$ cat src/rtl/stream_parity.sv
// Single-stage parity generate/check register slice with a valid/ready handshake on both sides.
// Define STREAM_PARITY_ERR_CNT_EN to build the saturating mismatch counter; otherwise err_cnt is 0.
module stream_parity #(
    parameter int unsigned DATA_W = 8,
    parameter int unsigned ODD    = 0,
    parameter int unsigned CNT_W  = 16
) (
    input  logic              clk,
    input  logic              rst,
    input  logic [DATA_W-1:0] s_data,
    input  logic              s_par,
    input  logic              s_chk,
    input  logic              s_valid,
    output logic              s_ready,
    output logic [DATA_W-1:0] m_data,
    output logic              m_par,
    output logic              m_err,
    output logic              m_valid,
    input  logic              m_ready,
    input  logic              cnt_clr,
    output logic [CNT_W-1:0]  err_cnt
);

    localparam logic OddBit = (ODD != 0);

    typedef enum logic {
        StEmpty,
        StFull
    } state_t;

    state_t            state_q, state_d;
    logic [DATA_W-1:0] data_q, data_d;
    logic              par_q, par_d;
    logic              err_q, err_d;

    logic par_calc;
    logic mismatch;
    logic accept;

    always_comb begin
        par_calc = (^s_data) ^ OddBit;
        mismatch = s_chk & (par_calc != s_par);
        // Ready only looks at the output side so upstream never sees a valid->ready loop.
        s_ready  = (state_q == StEmpty) | m_ready;
        accept   = s_valid & s_ready;
    end

    always_comb begin
        state_d = state_q;
        data_d  = data_q;
        par_d   = par_q;
        err_d   = err_q;

        unique case (state_q)
            StEmpty: begin
                if (accept) begin
                    state_d = StFull;
                end
            end
            StFull: begin
                if (accept) begin
                    state_d = StFull;
                end else if (m_ready) begin
                    state_d = StEmpty;
                end
            end
            default: state_d = StEmpty;
        endcase

        if (accept) begin
            data_d = s_data;
            par_d  = par_calc;
            err_d  = mismatch;
        end
    end

    always_ff @(posedge clk) begin
        if (rst) begin
            state_q <= StEmpty;
            data_q  <= '0;
            par_q   <= 1'b0;
            err_q   <= 1'b0;
        end else begin
            state_q <= state_d;
            data_q  <= data_d;
            par_q   <= par_d;
            err_q   <= err_d;
        end
    end

    always_comb begin
        m_valid = (state_q == StFull);
        m_data  = data_q;
        m_par   = par_q;
        m_err   = err_q;
    end

`ifdef STREAM_PARITY_ERR_CNT_EN
    localparam logic [CNT_W-1:0] CntMax = {CNT_W{1'b1}};

    logic [CNT_W-1:0] cnt_q, cnt_d;

    // Clear wins over a same-cycle increment; the count stops at all-ones.
    always_comb begin
        cnt_d = cnt_q;
        if (cnt_clr) begin
            cnt_d = '0;
        end else if (accept && mismatch && (cnt_q != CntMax)) begin
            cnt_d = cnt_q + 1'b1;
        end
    end

    always_ff @(posedge clk) begin
        if (rst) begin
            cnt_q <= '0;
        end else begin
            cnt_q <= cnt_d;
        end
    end

    assign err_cnt = cnt_q;
`else
    logic unused_cnt_clr;
    assign unused_cnt_clr = cnt_clr;
    assign err_cnt        = '0;
`endif

endmodule

$ cat config.mk
export PLATFORM = sky130hd
export DESIGN_NAME = stream_parity
export DESIGN_NICKNAME = d
export VERILOG_FILES = /design/src/rtl/stream_parity.sv
export SDC_FILE = /design/constraint.sdc
export NUM_CORES = 1
export LEC_CHECK = 0
export BUFFER_PORTS_ARGS = -buffer_cell sky130_fd_sc_hd__buf_2
export CAP_MARGIN = 15
export CELL_PAD_IN_SITES_DETAIL_PLACEMENT = 0
export CELL_PAD_IN_SITES_GLOBAL_PLACEMENT = 1
export CORE_ASPECT_RATIO = 0.7
export CORE_UTILIZATION = 28
export CTS_BUF_LIST = sky130_fd_sc_hd__clkbuf_4
export DETAILED_ROUTE_END_ITERATION = 8
export GPL_TIMING_DRIVEN = 0
export PLACE_DENSITY = 0.77
export SETUP_SLACK_MARGIN = 0.15
export SYNTH_ARGS = -nofsm -noshare
export SYNTH_HDL_FRONTEND = slang
export SYNTH_SLANG_ARGS = --single-unit
export TNS_END_PERCENT = 100
$ cat constraint.sdc
create_clock -name clk -period 1.9 [get_ports clk]
set_input_delay 0.57 -clock clk [delete_from_list [all_inputs] [get_ports clk]]
set_output_delay 0.57 -clock clk [all_outputs]
set_load 0.05 [all_outputs]
Word level (Yosys, flattened, before mapping)
Index checks and enable logic that the tools add are counted.
{ "totals": {"input_bits": 15, "register_bits": 11, "output_inout_bits": 28, "wordCells": 14} }
{ "classes": {"n_mux": 4, "reduce_logical": 1, "bitwise": 4, "n_eq_ne": 1} }
{ "ops": {"columns": ["operator", "n"], "rows": [
  ["$reduce_xor 8->1", 1],
  ["$mux 1", 3],
  ["$and 1x1->1", 2],
  ["$pmux 1 s2", 1],
  ["$ne 1x1->1", 1],
  ["$not 1->1", 1],
  ["$or 1x1->1", 1]
]} }

Longest topological paths before layout
{ "depth": {"ltp_word": 5, "depth_mapped": 5, "mapped_depth_nobuf": 5} }

Least setup slack after synthesis
Ideal clock, no wire load.
{ "synth_path": {"path_type": "input to output", "from": "in m_ready", "to": "out s_ready", "path_stages": 2, "n_path_buf": 1, "t_arrival_ns": 1.328, "required_time_ns": 1.330, "setup_slack_ns": 0.002, "cell_sequence": "nand2b_4 clkbuf_1"} }
{ "synth_via": {"elab_chain_len": 1} }
{ "synth_rtl": {"columns": ["item", "line", "source"], "rows": [
  ["start: declaration", "19", "input logic m_ready,"],
  ["$or 1x1->1", "44", "s_ready = (state_q == StEmpty) | m_ready;"],
  ["end: declaration", "14", "output logic s_ready,"]
]} }
No other way between the ends.

Worst setup path in the final report
Same ends and word-level chain as after synthesis.

==> impl_summary.txt <==
----------------------------------------------------
[STA]
  Min Clock Period, post-route ... 1.72 ns
  Hold_ws ... 0.458 ns
  Endpoints failing setup ... 0
  RSZ-0062 raised after global routing ... no
  Tcrit/Tclk final ... 0.906
  Highest clock frequency the design can meet ... 581 MHz
  Layout Skew ... 0.000207 ns
  Setup tns final ... 0 ns
  Count of final hold-check violations ... 0
  Final worst-path setup slack ... 0.178 ns
  Fin. max-slew vios ... 0

[Floorplanning]
  Row count ... 13
  Width of the die ... 57.9 um
  Number of placed I/O pins ... 43
  Initial Utilization ... 0.314
  Area of the die ... 2380 um^2
  Y dimension of the die ... 41.2 um
  Core outline area ... 1950 um^2

[Route]
  Wire per inst ... 9.86 um
  Detail Route Antenna Nets ... 0
  Final WL ... 1360 um
  1st-pass router iterations ... 6
  Post-DR vias/cell ... 3.92
  Remaining DRCs ... 3
  Number of violations reported at the end of detailed-routing iteration 0 ... 12
  Vias after detailed routing ... 541

[Yosys]
  Share of the synthesized area in compound gates (AO/OA/AOI/OAI) ... 0.112
  Synthesized-area fraction occupied by adder cells ... 0
  Biggest area contributors in the synthesized netlist ... sky130_fd_sc_hd__dfxtp_1 36%, sky130_fd_sc_hd__buf_4 20%, sky130_fd_sc_hd__xnor2_1 10%
  Number of library cell types mapped by synthesis ... 14
  Cell taking the most area after synthesis ... sky130_fd_sc_hd__dfxtp_1
  Mux contribution to synthesized area ... 0
  Dominant combinational cell family by area after synthesis ... buffers and inverters
  Synthesized-area fraction occupied by xor and xnor cells ... 0.139
  Register area share after synthesis ... 0.359
  Synth Register Bits ... 11
  Synthesized cell area ... 613 um^2
  Mapped Avg Cell Area ... 8.52 um^2
  Synthesized instance count ... 72
  Synth Warn # ... 0
  Simple logic cell fraction of the synthesized area ... 0.163
  Fraction of post-synthesis cell area in the top cell type by area ... 0.359

[GRT]
  GR Util All Layers ... 0.120
  Pin count of the biggest net entering global routing ... 11
  Gr ovfl total ... 0
  Number of antenna violations at the first check in global routing ... 0
  First-pass GRT wire length ... 1980 um
  Via count of the first global-routing pass ... 482

[Worst setup path]
  Worst reg2reg startpoint ... m_valid
  Arrival time at the worst endpoint ... 1.15 ns
  Setup slack on the worst flop-to-flop path ... 0.97 ns
  Critical register-to-register path endpoint ... m_err
  Kind of critical path ... primary input to primary output
  Required time at the worst-slack endpoint ... 1.33 ns
  Depth of the worst register-to-register path ... 4
  Kind of end point of the critical path ... primary output
  Largest fanout on the critical path ... 10
  Critical Path Source Type ... primary input

[Final layout]
  Fin nets ... 132
  Fraction of layout cells with a size suffix above 1 ... 0.422
  Filler-free cell count of the finished design ... 138
  Most common cell after layout, fill and taps aside ... sky130_fd_sc_hd__buf_2
  Syn-to-layout area delta ... 40.6%
  Final core utilization ... 0.442
  Number of inserted diodes ... 0
  Commonest cells after routing, fill and taps aside ... 24 x sky130_fd_sc_hd__buf_2, 17 x sky130_fd_sc_hd__buf_4, 16 x sky130_fd_sc_hd__conb_1
  Cell area after layout ... 862 um^2

[Power and ir drop]
  Lkg Pwr ... 0.456 nW
  Gate power share ... 0.395
  Power density over cell area ... 827 nW/um^2
  Clock Power Share ... 0.248
  Maximum resistive drop on vdd ... 0.282 mV
  Fraction of power spent switching nets ... 0.392
  Int Power ... 0.434 mW
  Switching power of the nets ... 0.279 mW
  Part of the total power dissipated in sequential elements ... 0.357
  Total power of the final layout ... 0.713 mW

[Outcome]
  Violations in the final reports ... DRC
  Run status ... complete, but fails checks

[Placement]
  Pre-CTS setup slack ... 0.0226 ns
  Gp weighted congestion ... 0.801
  Total placed instance area ... 823 um^2
  Count of input and output buffers ... 25
  Detailed placer's ending HPWL ... 1080 um
  Placed Instances ... 134

[Worst hold path]
  Critical hold path startpoint ... m_data[1]
  Hold-critical path depth ... 2
  Hold Crit Class ... flop to flop
  Hold Crit Endpoint ... m_data[1]

[Clocking]
  Clock transition time at the flip-flop clock pins of the worst setup and hold paths ... 0.07 ns
  Post-CTS setup-driven buffer insertion count ... 0
  Clock latency reported for the late side of the worst-skew pair ... 0.27 ns
  Number of buffers on the longest clock path ... 2
  TritonCTS sink count ... 11
  H-tree Lvls ... 1
  TritonCTS Buffers ... 3
  Hold-fix buffer count after cts ... 0
  Clock tree from TritonCTS ... yes
  Clock tree root driver cell ... sky130_fd_sc_hd__clkbuf_4

[Run]
  Max-cap violations ... 0

----------------------------------------------------
==> logic make-up after synthesis <==
family | count (synthesis)
simple gates | 19
xor+xnor | 8
flops | 11
buf+inv | 20
other cells | 1
compound gates | 13
==> area by class of cell <==
cell class,count,area [um^2]
Fill cell,209,1090
Multi-Input combinational cell,56,314
Sequential cell,11,220
Buffer,19,135
Timing Repair Buffer,25,131
Clock buffer,4,30.0
Tap cell,22,27.5
Inverter,1,3.75
==> synthesized netlist by cell type, drive strengths merged <==
cell type / n
clkbuf: 3
buf: 16
a21oi: 12
nor3: 1
nand2: 9
nand2b: 1
inv: 1
conb: 1
a311oi: 1
dfxtp: 11
nand3: 8
xor3: 1
xnor2: 7
==> per-layer routing <==
metal / part of all wire / up-vias / track usage / routed length [um]
met5: 0 / - / 0 / 0
met4: 0 / 0 / 0.0357 / 0
met3: 0.11 / 0 / 0.0599 / 143
met2: 0.46 / 25 / 0.236 / 627
met1: 0.43 / 224 / 0.117 / 588
li1: - / 292 / - / -
==> critical path: stages <==
cell and delay (ns):
sky130_fd_sc_hd__buf_2 0.09, sky130_fd_sc_hd__nand2b_4 0.15, sky130_fd_sc_hd__buf_4 0.18, sky130_fd_sc_hd__buf_6 0.16
==> timing repair <==
action / in CTS / in global routing
pin swaps: 0 / 0
endpoints found under the setup margin: 1 / 1
endpoints found under the hold margin: 0 / 0
gates resized for setup: 3 / 1
==> registers in the layout, indices dropped and copies added, names as in the netlist <==
register,flops
m_valid,1
m_par,1
m_err,1
m_data,8
==> power groups by stage <==
stage                     logic, mW  clock network [mW]  registers [mW]
after floorplan               0.175                   0           0.317
after global placement        0.277                   0           0.260
after detailed placement      0.279                   0           0.260
after CTS                     0.281               0.187           0.255
after global routing          0.296               0.200           0.257
final                         0.282               0.177           0.255
==> how the worst max path moves through the flow <==
stage / startpoint / end / slack, ns / depth (start not counted)
floorplan: s_data[1] / m_err / 0.26 / 5
global placement: m_ready / s_ready / 0.02 / 4
detailed placement: m_ready / s_ready / 0.02 / 4
CTS: m_ready / s_ready / 0.15 / 4
global route: m_ready / s_ready / 0.16 / 4
finish: m_ready / s_ready / 0.18 / 4
No activity file was read; power rests on OpenSTA's default activity.
